`config.mk`:
```
export PLATFORM = sky130hd
export DESIGN_NAME = inst_fetch_unit
export DESIGN_NICKNAME = d
export VERILOG_FILES = /design/src/rtl/inst_fetch_unit.sv
export SDC_FILE = /design/constraint.sdc
export NUM_CORES = 1
export LEC_CHECK = 0
export ABC_AREA = 1
export CAP_MARGIN = 20
export CORE_MARGIN = 2
export CORE_UTILIZATION = 46
export DETAILED_ROUTE_END_ITERATION = 10
export PLACE_DENSITY = 0.91
export SETUP_SLACK_MARGIN = 0.4
export SKIP_LAST_GASP = 1
export SYNTH_ARGS = -nofsm -noshare
export SYNTH_HDL_FRONTEND = slang
export SYNTH_SLANG_ARGS = --single-unit
export TNS_END_PERCENT = 1
```
`constraint.sdc`:
```
create_clock -name clk -period 2 [get_ports clk]
set_input_delay 0.4 -clock clk [delete_from_list [all_inputs] [get_ports clk]]
set_output_delay 0.4 -clock clk [all_outputs]
set_load 0.1 [all_outputs]
```
`src/rtl/inst_fetch_unit.sv`:
```
// -----------------------------------------------------------------------------
// inst_fetch_unit
//
// Initiator side of the instruction-memory read interface. Holds the PC, drives
// the combinational instruction memory address from it, and registers the
// returned word into a one-entry fetch buffer toward decode (valid/ready
// handshake). Supports branch/jump redirect, decode backpressure, and halting
// when an all-zero word (the memory's default contents) is fetched.
//
// Ports
//   clk            in   1       clock, rising edge
//   rst_n          in   1       asynchronous reset, active low
//   fetch_en       in   1       1 = fetching permitted, 0 = pause
//   imem_addr      out  ADDR_W  instruction memory byte address (= PC)
//   imem_rdata     in   DATA_W  word at imem_addr, same cycle
//   redirect_valid in   1       load redirect_pc into the PC this cycle
//   redirect_pc    in   ADDR_W  redirect target, low two bits ignored
//   inst_valid     out  1       fetch buffer holds an instruction
//   inst           out  DATA_W  buffered instruction word
//   inst_pc        out  ADDR_W  address the buffered word came from
//   inst_ready     in   1       decode accepts inst this cycle
//   halted         out  1       1 while in HALT
// -----------------------------------------------------------------------------
module inst_fetch_unit #(
    parameter int                 ADDR_W   = 8,
    parameter int                 DATA_W   = 32,
    parameter logic [ADDR_W-1:0]  RESET_PC = '0
) (
    input  logic              clk,
    input  logic              rst_n,
    input  logic              fetch_en,
    output logic [ADDR_W-1:0] imem_addr,
    input  logic [DATA_W-1:0] imem_rdata,
    input  logic              redirect_valid,
    input  logic [ADDR_W-1:0] redirect_pc,
    output logic              inst_valid,
    output logic [DATA_W-1:0] inst,
    output logic [ADDR_W-1:0] inst_pc,
    input  logic              inst_ready,
    output logic              halted
);

    typedef enum logic [1:0] {
        IDLE = 2'd0,
        RUN  = 2'd1,
        HALT = 2'd2
    } state_t;

    // Word-align a byte address by clearing its two low bits.
    function automatic logic [ADDR_W-1:0] align_pc(input logic [ADDR_W-1:0] p);
        return p & ~ADDR_W'(3);
    endfunction

    // Sequential PC step; wraps naturally modulo 2^ADDR_W.
    function automatic logic [ADDR_W-1:0] pc_inc(input logic [ADDR_W-1:0] p);
        return p + ADDR_W'(4);
    endfunction

    state_t              state_q;
    state_t              state_nxt;
    logic [ADDR_W-1:0]   pc_p0;
    logic [ADDR_W-1:0]   pc_nxt;
    logic [DATA_W-1:0]   inst_p1;
    logic [DATA_W-1:0]   inst_nxt;
    logic [ADDR_W-1:0]   inst_pc_p1;
    logic [ADDR_W-1:0]   inst_pc_nxt;
    logic                vld_p1;
    logic                vld_nxt;
    logic                load;
    logic                zero_word;
    logic                handshake;

    assign zero_word = (imem_rdata == '0);
    assign handshake = vld_p1 & inst_ready;
    // A slot is free when the buffer is empty or is being drained this cycle.
    assign load      = (state_q == RUN) & fetch_en & ~redirect_valid
                     & (~vld_p1 | inst_ready);

    // Next-state and fetch-buffer update; redirect outranks everything.
    always_comb begin
        state_nxt   = state_q;
        pc_nxt      = pc_p0;
        inst_nxt    = inst_p1;
        inst_pc_nxt = inst_pc_p1;
        vld_nxt     = vld_p1;

        if (redirect_valid) begin
            // Buffered word is flushed even if decode is taking it this cycle.
            pc_nxt    = align_pc(redirect_pc);
            vld_nxt   = 1'b0;
            state_nxt = RUN;
        end else begin
            unique case (state_q)
                IDLE: begin
                    if (fetch_en) begin
                        state_nxt = RUN;
                    end
                    if (handshake) begin
                        vld_nxt = 1'b0;
                    end
                end
                RUN: begin
                    if (load) begin
                        if (zero_word) begin
                            // PC stays on the zero word so the halt point is visible.
                            vld_nxt   = 1'b0;
                            state_nxt = HALT;
                        end else begin
                            inst_nxt    = imem_rdata;
                            inst_pc_nxt = pc_p0;
                            vld_nxt     = 1'b1;
                            pc_nxt      = pc_inc(pc_p0);
                        end
                    end else if (handshake) begin
                        vld_nxt = 1'b0;
                    end
                end
                HALT: begin
                    if (handshake) begin
                        vld_nxt = 1'b0;
                    end
                end
                default: begin
                    state_nxt = IDLE;
                end
            endcase
        end
    end

    // Stage 0: program counter and control state
    always_ff @(posedge clk or negedge rst_n) begin
        if (!rst_n) begin
            state_q <= IDLE;
            pc_p0   <= align_pc(RESET_PC);
        end else begin
            state_q <= state_nxt;
            pc_p0   <= pc_nxt;
        end
    end

    // Stage 1: fetch buffer toward decode
    always_ff @(posedge clk or negedge rst_n) begin
        if (!rst_n) begin
            vld_p1     <= 1'b0;
            inst_p1    <= '0;
            inst_pc_p1 <= '0;
        end else begin
            vld_p1     <= vld_nxt;
            inst_p1    <= inst_nxt;
            inst_pc_p1 <= inst_pc_nxt;
        end
    end

    assign imem_addr  = pc_p0;
    assign inst_valid = vld_p1;
    assign inst       = inst_p1;
    assign inst_pc    = inst_pc_p1;
    assign halted     = (state_q == HALT);

endmodule

```
==> results of run 1 <==
power groups by stage:
stage                     Sequential (uW)  Combinational, uW  Clock [uW]
final                                1240               2010         588
after global routing                 1260               2080         638
after CTS                            1240               2010         599
after detailed placement             1260               2000           0
after global placement               1250               1970           0
after floorplan                      2460                278           0
per-stage QoR:
stage	util [%]	total power [uW]	setup WS [ns]	hold slack [ns]
after floorplan	-	2740	0.303	0.104
after global placement	67.1	3220	0.0129	0.388
after detailed placement	67.1	3250	-0.0685	0.390
after CTS	70.9	3850	0.391	0.0693
after global routing	71.6	3980	0.370	0.0975
final	71.6	3830	0.438	0.0655
cell families after synthesis:
group | share of synthesized area [%]
xor gates and xnor gates | 1.18
other | 0.168
adders and majority gates | 0.560
DFF | 52.7
and+or+nand+nor | 36.2
buffers and inverters | 7.12
AOI/OAI and AO/OA | 2.07
layout make-up:
| cell class | count | area [um^2] |
|---|---|---|
| inverters | 8 | 33.8 |
| flip-flops and latches | 47 | 1180 |
| clock buffers | 7 | 86.3 |
| multi-input cells | 210 | 961 |
| clock inverters | 1 | 8.76 |
| repair buffers | 108 | 1020 |
| well taps | 54 | 67.6 |
| fillers | 362 | 1330 |
worst max path at each step:
stage / from / to / slack, ns / depth (start not counted)
2_1_floorplan: state_q[1]$_DFFE_PN0P_ / halted / 0.30 / 2
6_report: state_q[1]$_DFFE_PN0P_ / halted / 0.44 / 3
4_1_cts: state_q[1]$_DFFE_PN0P_ / halted / 0.39 / 3
5_1_grt: state_q[1]$_DFFE_PN0P_ / halted / 0.37 / 3
3_3_place_gp: imem_rdata[17] / imem_addr[3]$_DFFE_PN0P_ / 0.01 / 10
3_5_place_dp: imem_rdata[30] / imem_addr[3]$_DFFE_PN0P_ / -0.07 / 10
per-layer routing:
| layer | vias to the layer above | share of wire (%) | GRT usage, % | routed length (um) |
|---|---|---|---|---|
| met5 | - | 0 | 0 | 0 |
| met4 | 0 | 0.57 | 4.65 | 34 |
| met3 | 4 | 5.6 | 3.57 | 336 |
| met2 | 70 | 53 | 39.8 | 3160 |
| met1 | 1079 | 41 | 28.9 | 2480 |
| li1 | 1087 | - | - | - |
state kept, by name, summed over array words and instances, names as in the netlist:
register / flops
inst_pc: 6
imem_addr: 6
inst: 32
state_q: 2
inst_valid: 1
layout by cell type (no fill, tap or decap), drive strengths merged:
cell	n
nand3	49
clkinv	1
xnor2	1
nor3	1
clkdlybuf4s50	8
conb	4
dlymetal6s2s	2
o21ai	8
dlygate4sd2	31
xor2	2
inv	7
ha	1
clkbuf	7
nand4	2
nor2	25
dfrtp	47
nand2	116
a31oi	1
clkinvlp	1
buf	67
what timing repair did:
item	4_1_cts	5_1_grt
pin swaps	33	6
buffers inserted	5	1
endpoints found under the setup margin	47	47
gates resized for setup	45	5
gates cloned	1	0
==> results.env, run 1 <==
RESULT_OF_THE_RUN='finished clean'
SETUP_REPAIR_AFTER_GLOBAL_ROUTING_MISSED_ITS_MARGIN='yes'
SYNTHTOPCELLSBYCOUNT='115 x nand2_1, 49 x nand3_1, 47 x dfrtp_1'
MIN-DELAY-PATH-CLASS='in -> async'
CTS_TREE='done'
POSTSYNTHAREAPERCELL_UM2=7.97
SYNTH.YOSYS.WARNINGS=0
SYN_TO_FINAL_GROWTH_PCT=50.4
FIN_TNS_SETUP_NS=0
POST-ROUTE-MIN-PERIOD_NS=1.56
CP_CELL_SEQUENCE='inv_1 -> nor2_2 -> buf_12'
DESIGN.DIE.AREA_UM2=5430
DIE_W_UM=73.7
ROUTABILITYCONGESTION=0.854
SYNTH_TOP_CELLS_BY_AREA='dfrtp_1 53%, nand2_1 19%, nand3_1 11%'
CHIPHEIGHT_UM=73.7
PLACE_AREA_UM2=3150
POST-SYNTH-TOP-COUNT-CELL='nand2_1'
SYNTH_SEQ_AREA_SHARE_PCT=52.7
CLKSLEWWORSTSETUPHOLDPATHS_NS=0.08
SETUP.WORST_PATH.START_CLASS='flip-flop'
SWITCHING_SHARE_PCT=52.1
NUMBER_OF_VIAS_IN_THE_ROUTED_LAYOUT=2240
CTS-HOLD-FIX-BUFFERS=0
LAYOUT.CELL_AREA.NON_FILLER_UM2=3360
VDD.IR_DROP.WORST_V=0.000629
CORE_REGION_AREA_UM2=4690
TOTAL_STANDARD_CELL_AREA_AFTER_SYNTHESIS_UM2=2230
CRITPATHARRIVALTIME_NS=1.16
REG2REG_SETUP_SLACK_NS=0.47
TRITONCTS_NUM_SINKS=47
MAX_CAP_VIOLATIONS=0
DP_HPWL_UM=4320
POST-PLACE-CELLS=420
DESIGN.FINAL.NETS=426
POST_DETAILED_ROUTING_WIRE_LENGTH_UM=6010
SYNTH_AREA_LEADER_CELL='dfrtp_1'
WIRE_PER_INST_UM=13.8
CLOCK_INSERTION_DELAY_WORST_SKEW_NS=0.29
CLOCK.FMAX_MHz=640
ROWS=25
INITIAL_ANTENNA_VIOLATION_COUNT=0
CTS.ROOT.BUFFER_CELL='clkbuf_8'
SWITCHINGPOWER_uW=2000
FINALHOLDVIOLCOUNT=0
ANTENNA_CELLS=0
DETAILEDROUTE.FIRSTPASSITERATIONCOUNT=4
INITIAL_UTILIZATION_PCT=47.6
MAX-SLEW-MARGIN-REL_PCT=66.3
PORTBUFFERS=88
SYNTH_EDF_COUNT=0
NETLIST-CELL-TYPE-COUNT=22
GLOBAL_ROUTE.OVERFLOW_TOTAL=0
DRC=0
POWER_PER_CELL_AREA_nW_PER_UM2=1140
WORST_R2R_ENDPOINT='inst[0]$_DFFE_PN0P_'
SYNTH_REGISTER_BITS=47
CELL_INTERNAL_PWR_uW=1840
CTS.PATH.MAX_BUFFERS=2
CRITICAL_PATH_REQUIRED_NS=1.60
CP_SLOWEST_CELL='dfrtp_2'
CP_TOP_FAMILY='flip-flops'
LEAKAGEPOWER_uW=0.00178
SETUP.WORST_PATH.CLASS='reg -> out'
CTS_MADE_BUFFERS=5
POSTSYNTH.TOPFLOPCELL='dfrtp_1'
GRT_MAX_DEGREE=37
CRITPATHCAPTURETYPE='primary output'
TIMING.CRITICAL_PATH.SLOWEST_CELL_DELAY_NS=0.42
TIMING_MAX_TRANSITION_VIOLATIONS_FINAL=0
POST-SYNTH-TOP-AREA-FRACTION_PCT=52.7
WORST-SLEW-PIN-TRANSITION_NS=0.505
GLOBAL_ROUTE_WIRE_LENGTH_BEFORE_REPAIR_UM=9460
COMB_POWER_SHARE_PCT=52.3
WORSTREG2REGSTART='state_q[0]$_DFFE_PN0P_'
DRIVE_GT1_SHARE_PCT=25.2
POST-ROUTE-PERIOD-UTIL_PCT=78.1
DRT_FIRST_ITER_VIOLATIONS=79
ASYNCSETRESETFLOPFRACSYNTH_PCT=100
POWER.SEQUENTIAL.FRACTION_PCT=32.3
NUMBER_OF_GLOBAL_ROUTE_VIAS_BEFORE_REPAIR=2145
DESIGN.PORTCOUNT=95
TIMING.CLOCK.SKEW_NS=0.00951
CTS_MAX_LEVEL=2
ANTENNA_LEFT=0
TIMING.REG2REG.WORST_PATH_DEPTH=9
POWER.SHARE.CLOCK_PCT=15.3
WORSTPATHMAXFANOUT=4
VIAS_PER_CELL=5.15
INSTANCES_NO_FILL=435
TIMING.CRITICAL_PATH.BUF_INV=2
POST_SYNTH_INST_COUNT=280
GRT_UTIL_ALL_LAYERS_PCT=22.4
FINAL_REPORT_SETUP_VIOLATION_COUNT=0
No activity file was read; power rests on OpenSTA's default activity.
==> run 2, diff against run 1 <==
--- a/config.mk
+++ b/config.mk
@@ -8,9 +8,9 @@
 export ABC_AREA = 1
 export CAP_MARGIN = 20
 export CORE_MARGIN = 2
-export CORE_UTILIZATION = 46
+export CORE_UTILIZATION = 42
 export DETAILED_ROUTE_END_ITERATION = 10
-export PLACE_DENSITY = 0.91
+export PLACE_DENSITY = 0.84
 export SETUP_SLACK_MARGIN = 0.4
 export SKIP_LAST_GASP = 1
 export SYNTH_ARGS = -nofsm -noshare
==> constraint.sdc (replaced) <==
create_clock -name clk -period 1.5 [get_ports clk]
set_input_delay 0.3 -clock clk [delete_from_list [all_inputs] [get_ports clk]]
set_output_delay 0.3 -clock clk [all_outputs]
set_load 0.1 [all_outputs]
==> run 2 against run 1 <==
  * The run now ends with setup timing left
  * Core utilization increased by 9.4 points
  * Die area increased by 9.0%
  * Clock power grew 54%
  * Clock skew up 0.00082 ns
  * Critical path type is now in -> reg
  * Critical endpoint is now inst[14]$_DFFE_PN0P_
  * Largest cell class is now buffers
==> results.env, run 2 (synthesis gave the netlist of run 1 again) <==
INSTANCES_NO_FILL=460  # +5.7%
CLKSLEWWORSTSETUPHOLDPATHS_NS=0.09  # about the same
CRITPATHARRIVALTIME_NS=1.89  # +0.73 ns
RESULT_OF_THE_RUN='finished, violations left'
TIMING_MAX_TRANSITION_VIOLATIONS_FINAL=0  # unchanged
LEAKAGEPOWER_uW=0.00218  # +22%
MIN-DELAY-PATH-CLASS='in -> reg'
TIMING.CLOCK.SKEW_NS=0.0103  # +0.000816 ns
WORSTREG2REGSTART='state_q[1]$_DFFE_PN0P_'
POSTLAYOUTSETUPSLACKWORST_NS=-0.153  # -0.591 ns
DESIGN.PORTCOUNT=95  # unchanged
CTS.PATH.MAX_BUFFERS=2  # unchanged
INITIAL_ANTENNA_VIOLATION_COUNT=0  # unchanged
SETUP_REPAIR_AFTER_GLOBAL_ROUTING_MISSED_ITS_MARGIN='yes'
NUMBER_OF_GLOBAL_ROUTE_VIAS_BEFORE_REPAIR=2354  # +9.7%
WHS_NS=0.282  # +0.217 ns
POST-ROUTE-PERIOD-UTIL_PCT=110
DESIGN.FINAL.NETS=434  # +1.9%
LAYOUT_COMMONEST_CELL='nand2_1'
POWER.SHARE.CLOCK_PCT=15.1  # -0.2 points
DP_HPWL_UM=4910  # +14%
DESIGN.DIE.AREA_UM2=5910  # +9.0%
CTS_TREE='done'
FINAL_REPORT_SETUP_VIOLATION_COUNT=47  # +47
CTS.ROOT.BUFFER_CELL='clkbuf_8'
WIRE_PER_INST_UM=16.2  # +17%
PLACE_WS_NS=-0.520  # -0.452 ns
SETUP.WORST_PATH.CLASS='in -> reg'
SYN_TO_FINAL_GROWTH_PCT=85.3
FINAL_CELL_MIX='105 x nand2_1, 48 x nand3_1, 48 x buf_12'
WORSTPATHMAXFANOUT=6  # +2
VIAS_PER_CELL=5.15  # about the same
CELL_INTERNAL_PWR_uW=3140  # +71%
FIN_TNS_SETUP_NS=-4.04  # -4.04 ns
ROWS=26  # +4.0%
CLOCK.FMAX_MHz=605
VIOLATIONS='setup timing'
MAX_CAP_VIOLATIONS=0  # unchanged
DRT_FIRST_ITER_VIOLATIONS=144  # +82%
SETUP.WORST_PATH.START_CLASS='input pin'
ANTENNA_LEFT=0  # unchanged
DRC=0  # unchanged
POWER.SEQUENTIAL.FRACTION_PCT=30.2  # -2.1 points
NUMBER_OF_VIAS_IN_THE_ROUTED_LAYOUT=2368  # +5.7%
LAYOUT.FILLER_CELLS=290  # -20%
CRITPATHCAPTURETYPE='flip-flop'
VDD.IR_DROP.WORST_V=0.000901  # +43%
SWITCHINGPOWER_uW=2840  # +42%
CTS_MADE_BUFFERS=5  # unchanged
CRITICAL_PATH_REQUIRED_NS=1.74  # +0.14 ns
POST_DETAILED_ROUTING_WIRE_LENGTH_UM=7460  # +24%
SWITCHING_SHARE_PCT=47.5  # -4.6 points
ROUTABILITYCONGESTION=0.811  # -5.1%
INITIAL_UTILIZATION_PCT=43.7  # -3.9 points
CRIT_START='imem_rdata[23]'
FINALHOLDVIOLCOUNT=0  # unchanged
CORE_REGION_AREA_UM2=5110  # +8.9%
POST-PLACE-CELLS=443  # +5.5%
POST-ROUTE-MIN-PERIOD_NS=1.65
GLOBAL_ROUTE_WIRE_LENGTH_BEFORE_REPAIR_UM=11300  # +19%
DIE_W_UM=76.9  # +4.4%
COMB_POWER_SHARE_PCT=54.7  # +2.4 points
CTS_MAX_LEVEL=2  # unchanged
DRIVE_GT1_SHARE_PCT=29.4  # +4.2 points
GRT_UTIL_ALL_LAYERS_PCT=24.0  # +1.6 points
CLOCK_INSERTION_DELAY_WORST_SKEW_NS=0.30  # about the same
DETAILEDROUTE.FIRSTPASSITERATIONCOUNT=4  # unchanged
LARGEST_REGISTER_FFS=32  # unchanged
POWER_PER_CELL_AREA_nW_PER_UM2=1450  # +27%
GLOBAL_ROUTE.OVERFLOW_TOTAL=0  # unchanged
CHIPHEIGHT_UM=76.9  # +4.4%
GRT_MAX_DEGREE=37  # unchanged
MIN-DELAY-START='imem_rdata[31]'
PORTBUFFERS=88  # unchanged
TRITONCTS_NUM_SINKS=47  # unchanged
-- run 2: cell types whose count changed in the layout (fill, tap and decap cells not counted), moves of 4 or more --
cell,change
buf_12,+39
buf_4,-37
dfrtp_4,+4
dlygate4sd2_1,-26
dlymetal6s2s_1,+23
nand2_1,-5
nand2_2,+5
-- run 2: power by group through the flow --
stage	Clock (uW)	Combinational (uW)	Sequential [uW]
detailed placement	0	3210	1820
finish	903	3270	1810
floorplan	0	368	3300
CTS	912	3240	1800
global placement	0	3170	1810
global route	954	3370	1840
-- run 2: timing repair --
item,CTS,global route
setup buffers,4,0
gates resized for setup,20,41
endpoints found under the setup margin,93,93
pin swaps,17,30
hold buffers,1,0
cloned,1,2
endpoints found under the hold margin,19,0
-- run 2: metrics by stage --
step	power, uW	utilization, %	area (um^2)
floorplan	3670	-	2280
global placement	4980	73.4	3750
detailed placement	5030	73.4	3750
CTS	5950	77.7	3970
global route	6160	80.9	4130
finish	5980	81.0	4140
-- run 2: critical path: stages --
cell and delay (ns):
clkdlybuf4s50_1 0.44, nor2_1 0.14, nand2_1 0.09, nor2_2 0.13
nand2_2 0.10, o21ai_4 0.21, clkbuf_16 0.20, clkbuf_16 0.14
nand2_1 0.06, nand2_1 0.07
-- run 2: path summary, 6_finish.rpt --
| path | to | slack (ns) | cells past startpoint |
|---|---|---|---|
| hold / removal | inst[31]$_DFFE_PN0P_ | 0.28 | 3 |
| hold reg to reg | inst[2]$_DFFE_PN0P_ | 0.54 | 2 |
| max in group asynchronous | inst_valid$_DFFE_PN0P_ | 0.60 | 3 |
| setup / recovery | inst[14]$_DFFE_PN0P_ | -0.15 | 10 |
| setup reg to reg | inst[14]$_DFFE_PN0P_ | -0.07 | 8 |
| min in group asynchronous | inst[17]$_DFFE_PN0P_ | 0.56 | 3 |
-- run 2: layout make-up --
cell class,instances,area [um^2],area share [%]
timing repair buffer,116,1710,41.4
tap,70,87.6,2.12
multi-input combinational,210,1000,24.2
inverter,8,35.0,0.847
clock buffer,6,72.6,1.75
sequential,47,1190,28.9
antenna,2,5.00,0.121
clock inverter,1,30.0,0.726
-- run 2: metal layers --
metal	GRT usage (%)	routed length, um	up-vias
met5	0	0	-
met4	9.27	160	0
met1	29.6	2710	1164
met3	3.53	479	14
li1	-	-	1103
met2	42.5	4110	87
==> run 3, diff against run 2 <==
--- a/config.mk
+++ b/config.mk
@@ -16,4 +16,4 @@
 export SYNTH_ARGS = -nofsm -noshare
 export SYNTH_HDL_FRONTEND = slang
 export SYNTH_SLANG_ARGS = --single-unit
-export TNS_END_PERCENT = 1
+export TNS_END_PERCENT = 50
==> run 3 against run 2 <==
  * The flow still finishes with violations (setup timing)
  * Count of clock-buffer cells in the layout stayed put
  * Maximum frequency is 4.3% higher
  * First-iteration DRC count is 77% higher
  * Cell count is 4.1% higher
  * Setup slack better by 0.068 ns
  * Critical endpoint is now imem_addr[7]$_DFFE_PN0P_
  * Highest routed layer unchanged
==> results.env, run 3 (synthesis gave the netlist of run 1 again) <==
FINAL_REPORT_SETUP_VIOLATION_COUNT=10  # -79%
SWITCHINGPOWER_uW=3020  # +6.1%
PORTBUFFERS=88  # unchanged
POWER.SEQUENTIAL.FRACTION_PCT=28.8  # -1.4 points
POST-ROUTE-MIN-PERIOD_NS=1.58  # -0.0682 ns
LEAKAGEPOWER_uW=0.00213  # -2.3%
NUMBER_OF_VIAS_IN_THE_ROUTED_LAYOUT=2673  # +13%
POSTLAYOUTSETUPSLACKWORST_NS=-0.0847  # +0.0682 ns
WIRE_PER_INST_UM=19.2  # +19%
MIN-DELAY-PATH-CLASS='in -> reg'
ANTENNA_CELLS=0  # -2
WHS_ENDPOINT='inst[21]$_DFFE_PN0P_'
DETAILEDROUTE.FIRSTPASSITERATIONCOUNT=5  # +1
SETUP.WORST_PATH.START_CLASS='input pin'
MIN-DELAY-START='imem_rdata[21]'
CTS_MADE_BUFFERS=5  # unchanged
GRT_UTIL_ALL_LAYERS_PCT=28.3  # +4.2 points
POST-ROUTE-PERIOD-UTIL_PCT=106  # -4.5 points
TRITONCTS_NUM_SINKS=47  # unchanged
DRC=0  # unchanged
LAYOUT.FILLER_CELLS=217  # -25%
INITIAL_UTILIZATION_PCT=43.7  # unchanged
HOLDPATHSTAGES=3  # unchanged
REG2REG_SETUP_SLACK_NS=-0.06  # about the same
TIMING.CLOCK.SKEW_NS=0.00731  # -0.00302 ns
WORSTPATHMAXFANOUT=8  # +2
FINAL_CELL_MIX='85 x nand2_1, 51 x buf_12, 39 x dfrtp_1'
DIE_W_UM=76.9  # unchanged
SYN_TO_FINAL_GROWTH_PCT=100
CRITPATHCAPTURETYPE='flip-flop'
DESIGN.DIE.AREA_UM2=5910  # unchanged
INITIAL_ANTENNA_VIOLATION_COUNT=0  # unchanged
GLOBAL_ROUTE.OVERFLOW_TOTAL=0  # unchanged
WORST_R2R_ENDPOINT='imem_addr[7]$_DFFE_PN0P_'
USE_MET2_PCT=49.6  # +7.1 points
TIMING_MAX_TRANSITION_VIOLATIONS_FINAL=0  # unchanged
FIN_TNS_SETUP_NS=-0.449  # +3.60 ns
POST-PLACE-CELLS=444  # +0.23%
TOTAL_POWER_uW=6310  # +5.5%
LAYOUT.CELL_AREA.NON_FILLER_UM2=4470  # +8.0%
POWER_PER_CELL_AREA_nW_PER_UM2=1410  # -2.4%
POST_DETAILED_ROUTING_WIRE_LENGTH_UM=9220  # +24%
NUMBER_OF_GLOBAL_ROUTE_VIAS_BEFORE_REPAIR=2637  # +12%
POWER.SHARE.CLOCK_PCT=15.7  # +0.6 points
COMB_POWER_SHARE_PCT=55.5  # +0.8 points
CLOCK_INSERTION_DELAY_WORST_SKEW_NS=0.30  # about the same
DRT_FIRST_ITER_VIOLATIONS=255  # +77%
INSTANCES_NO_FILL=479  # +4.1%
LAYOUT_COMMONEST_CELL='nand2_1'
ROUTABILITYCONGESTION=0.858  # +5.8%
CLKSLEWWORSTSETUPHOLDPATHS_NS=0.10  # about the same
VIAS_PER_CELL=5.58  # +8.4%
DESIGN.FINAL.NETS=454  # +4.6%
CHIPHEIGHT_UM=76.9  # unchanged
PLACE_AREA_UM2=3800  # +1.3%
WHS_NS=0.346  # +0.0640 ns
SWITCHING_SHARE_PCT=47.8  # +0.30 points
DP_HPWL_UM=4940  # +0.75%
DRIVE_GT1_SHARE_PCT=43.8  # +14 points
DESIGN.PORTCOUNT=95  # unchanged
CELL_INTERNAL_PWR_uW=3290  # +4.9%
CRITICAL_PATH_REQUIRED_NS=1.69  # -0.05 ns
VDD.IR_DROP.WORST_V=0.000886  # -1.7%
GR-USAGE-MET1_PCT=32.9  # +3.3 points
MAX-SLEW-MARGIN-REL_PCT=62.1
CLOCK.FMAX_MHz=631  # +4.3%
LARGEST_REGISTER_FFS=32  # unchanged
WORSTREG2REGSTART='state_q[0]$_DFFE_PN0P_'
GRT_USE_MET3_PCT=4.71  # +1.2 points
WORST-SLEW-PIN-TRANSITION_NS=0.569
CTS_TREE='done'
GLOBAL_ROUTE_WIRE_LENGTH_BEFORE_REPAIR_UM=13100  # +16%
GRT_MAX_DEGREE=27  # -27%
CTS.ROOT.BUFFER_CELL='clkbuf_8'
TIMING.REG2REG.WORST_PATH_DEPTH=10  # +2
SETUP.WORST_PATH.CLASS='in -> reg'
ANTENNA_LEFT=0  # unchanged
CTS_MAX_LEVEL=2  # unchanged
CTS.PATH.MAX_BUFFERS=2  # unchanged
FINALHOLDVIOLCOUNT=0  # unchanged
VIOLATIONS='setup timing'
MAX_CAP_VIOLATIONS=0  # unchanged
RESULT_OF_THE_RUN='finished, violations left'
CORE_REGION_AREA_UM2=5110  # unchanged
ROWS=26  # unchanged
SETUP_REPAIR_AFTER_GLOBAL_ROUTING_MISSED_ITS_MARGIN='yes'
TOP_USAGE_LAYER='met2'
CRITPATHARRIVALTIME_NS=1.78  # -0.11 ns
run 3: worst max-delay path, stage by stage:
cell,delay (ns)
dlygate4sd2_1,0.27
nor2_1,0.17
nand2_1,0.09
nor2_2,0.12
nand2_2,0.12
o21ai_4,0.19
buf_12,0.15
buf_12,0.12
nand2_8,0.08
nand2_1,0.08
nand2_1,0.06
run 3: power groups by stage:
| stage | clock [uW] | sequential, uW | combinational (uW) |
|---|---|---|---|
| after global routing | 1020 | 1840 | 3590 |
| after detailed placement | 0 | 1820 | 3220 |
| final | 993 | 1820 | 3500 |
| after global placement | 0 | 1810 | 3180 |
| after CTS | 953 | 1810 | 3300 |
| after floorplan | 0 | 3300 | 370 |
run 3: cell type report:
cell class	instances	area, um^2	area share [%]
Timing Repair Buffer	136	1820	40.8
Tap cell	70	87.6	1.96
Sequential cell	47	1200	26.8
Inverter	8	36.3	0.812
Multi-Input combinational cell	210	1210	27.0
Clock buffer	6	82.6	1.85
Clock inverter	2	35.0	0.784
run 3: worst max-delay path by stage:
stage,endpoint,slack [ns],from,depth (start not counted)
floorplan,inst[0]$_DFFE_PN0P_,0.11,inst_valid$_DFFE_PN0P_,8
global placement,imem_addr[6]$_DFFE_PN0P_,-0.39,imem_rdata[19],10
detailed placement,imem_addr[4]$_DFFE_PN0P_,-0.48,imem_rdata[19],10
CTS,halted,0.01,state_q[1]$_DFFE_PN0P_,4
global route,imem_addr[7]$_DFFE_PN0P_,-0.11,state_q[0]$_DFFE_PN0P_,10
finish,imem_addr[7]$_DFFE_PN0P_,-0.08,imem_rdata[5],11
run 3: layer usage:
metal  routed length [um]  vias up  share of wire, %
met4                  323        0               3.5
met1                 3420     1325                37
met3                  714       38               7.7
met2                 4760      174                52
met5                    0        -                 0
li1                     -     1136                 -
run 3: stage by stage:
step / utilization, % / worst slack [ns]
2_1_floorplan: - / 0.109
4_1_cts: 83.4 / 0.0115
5_1_grt: 87.5 / -0.114
3_5_place_dp: 74.4 / -0.481
6_report: 87.5 / -0.0847
3_3_place_gp: 74.4 / -0.390
run 3: repair_timing:
item	CTS	global route
endpoints found under the hold margin	21	0
resized for setup	111	30
hold buffers	1	0
endpoints found under the setup margin	93	119
cloned	5	0
pin swaps	61	14
buffers inserted	10	11
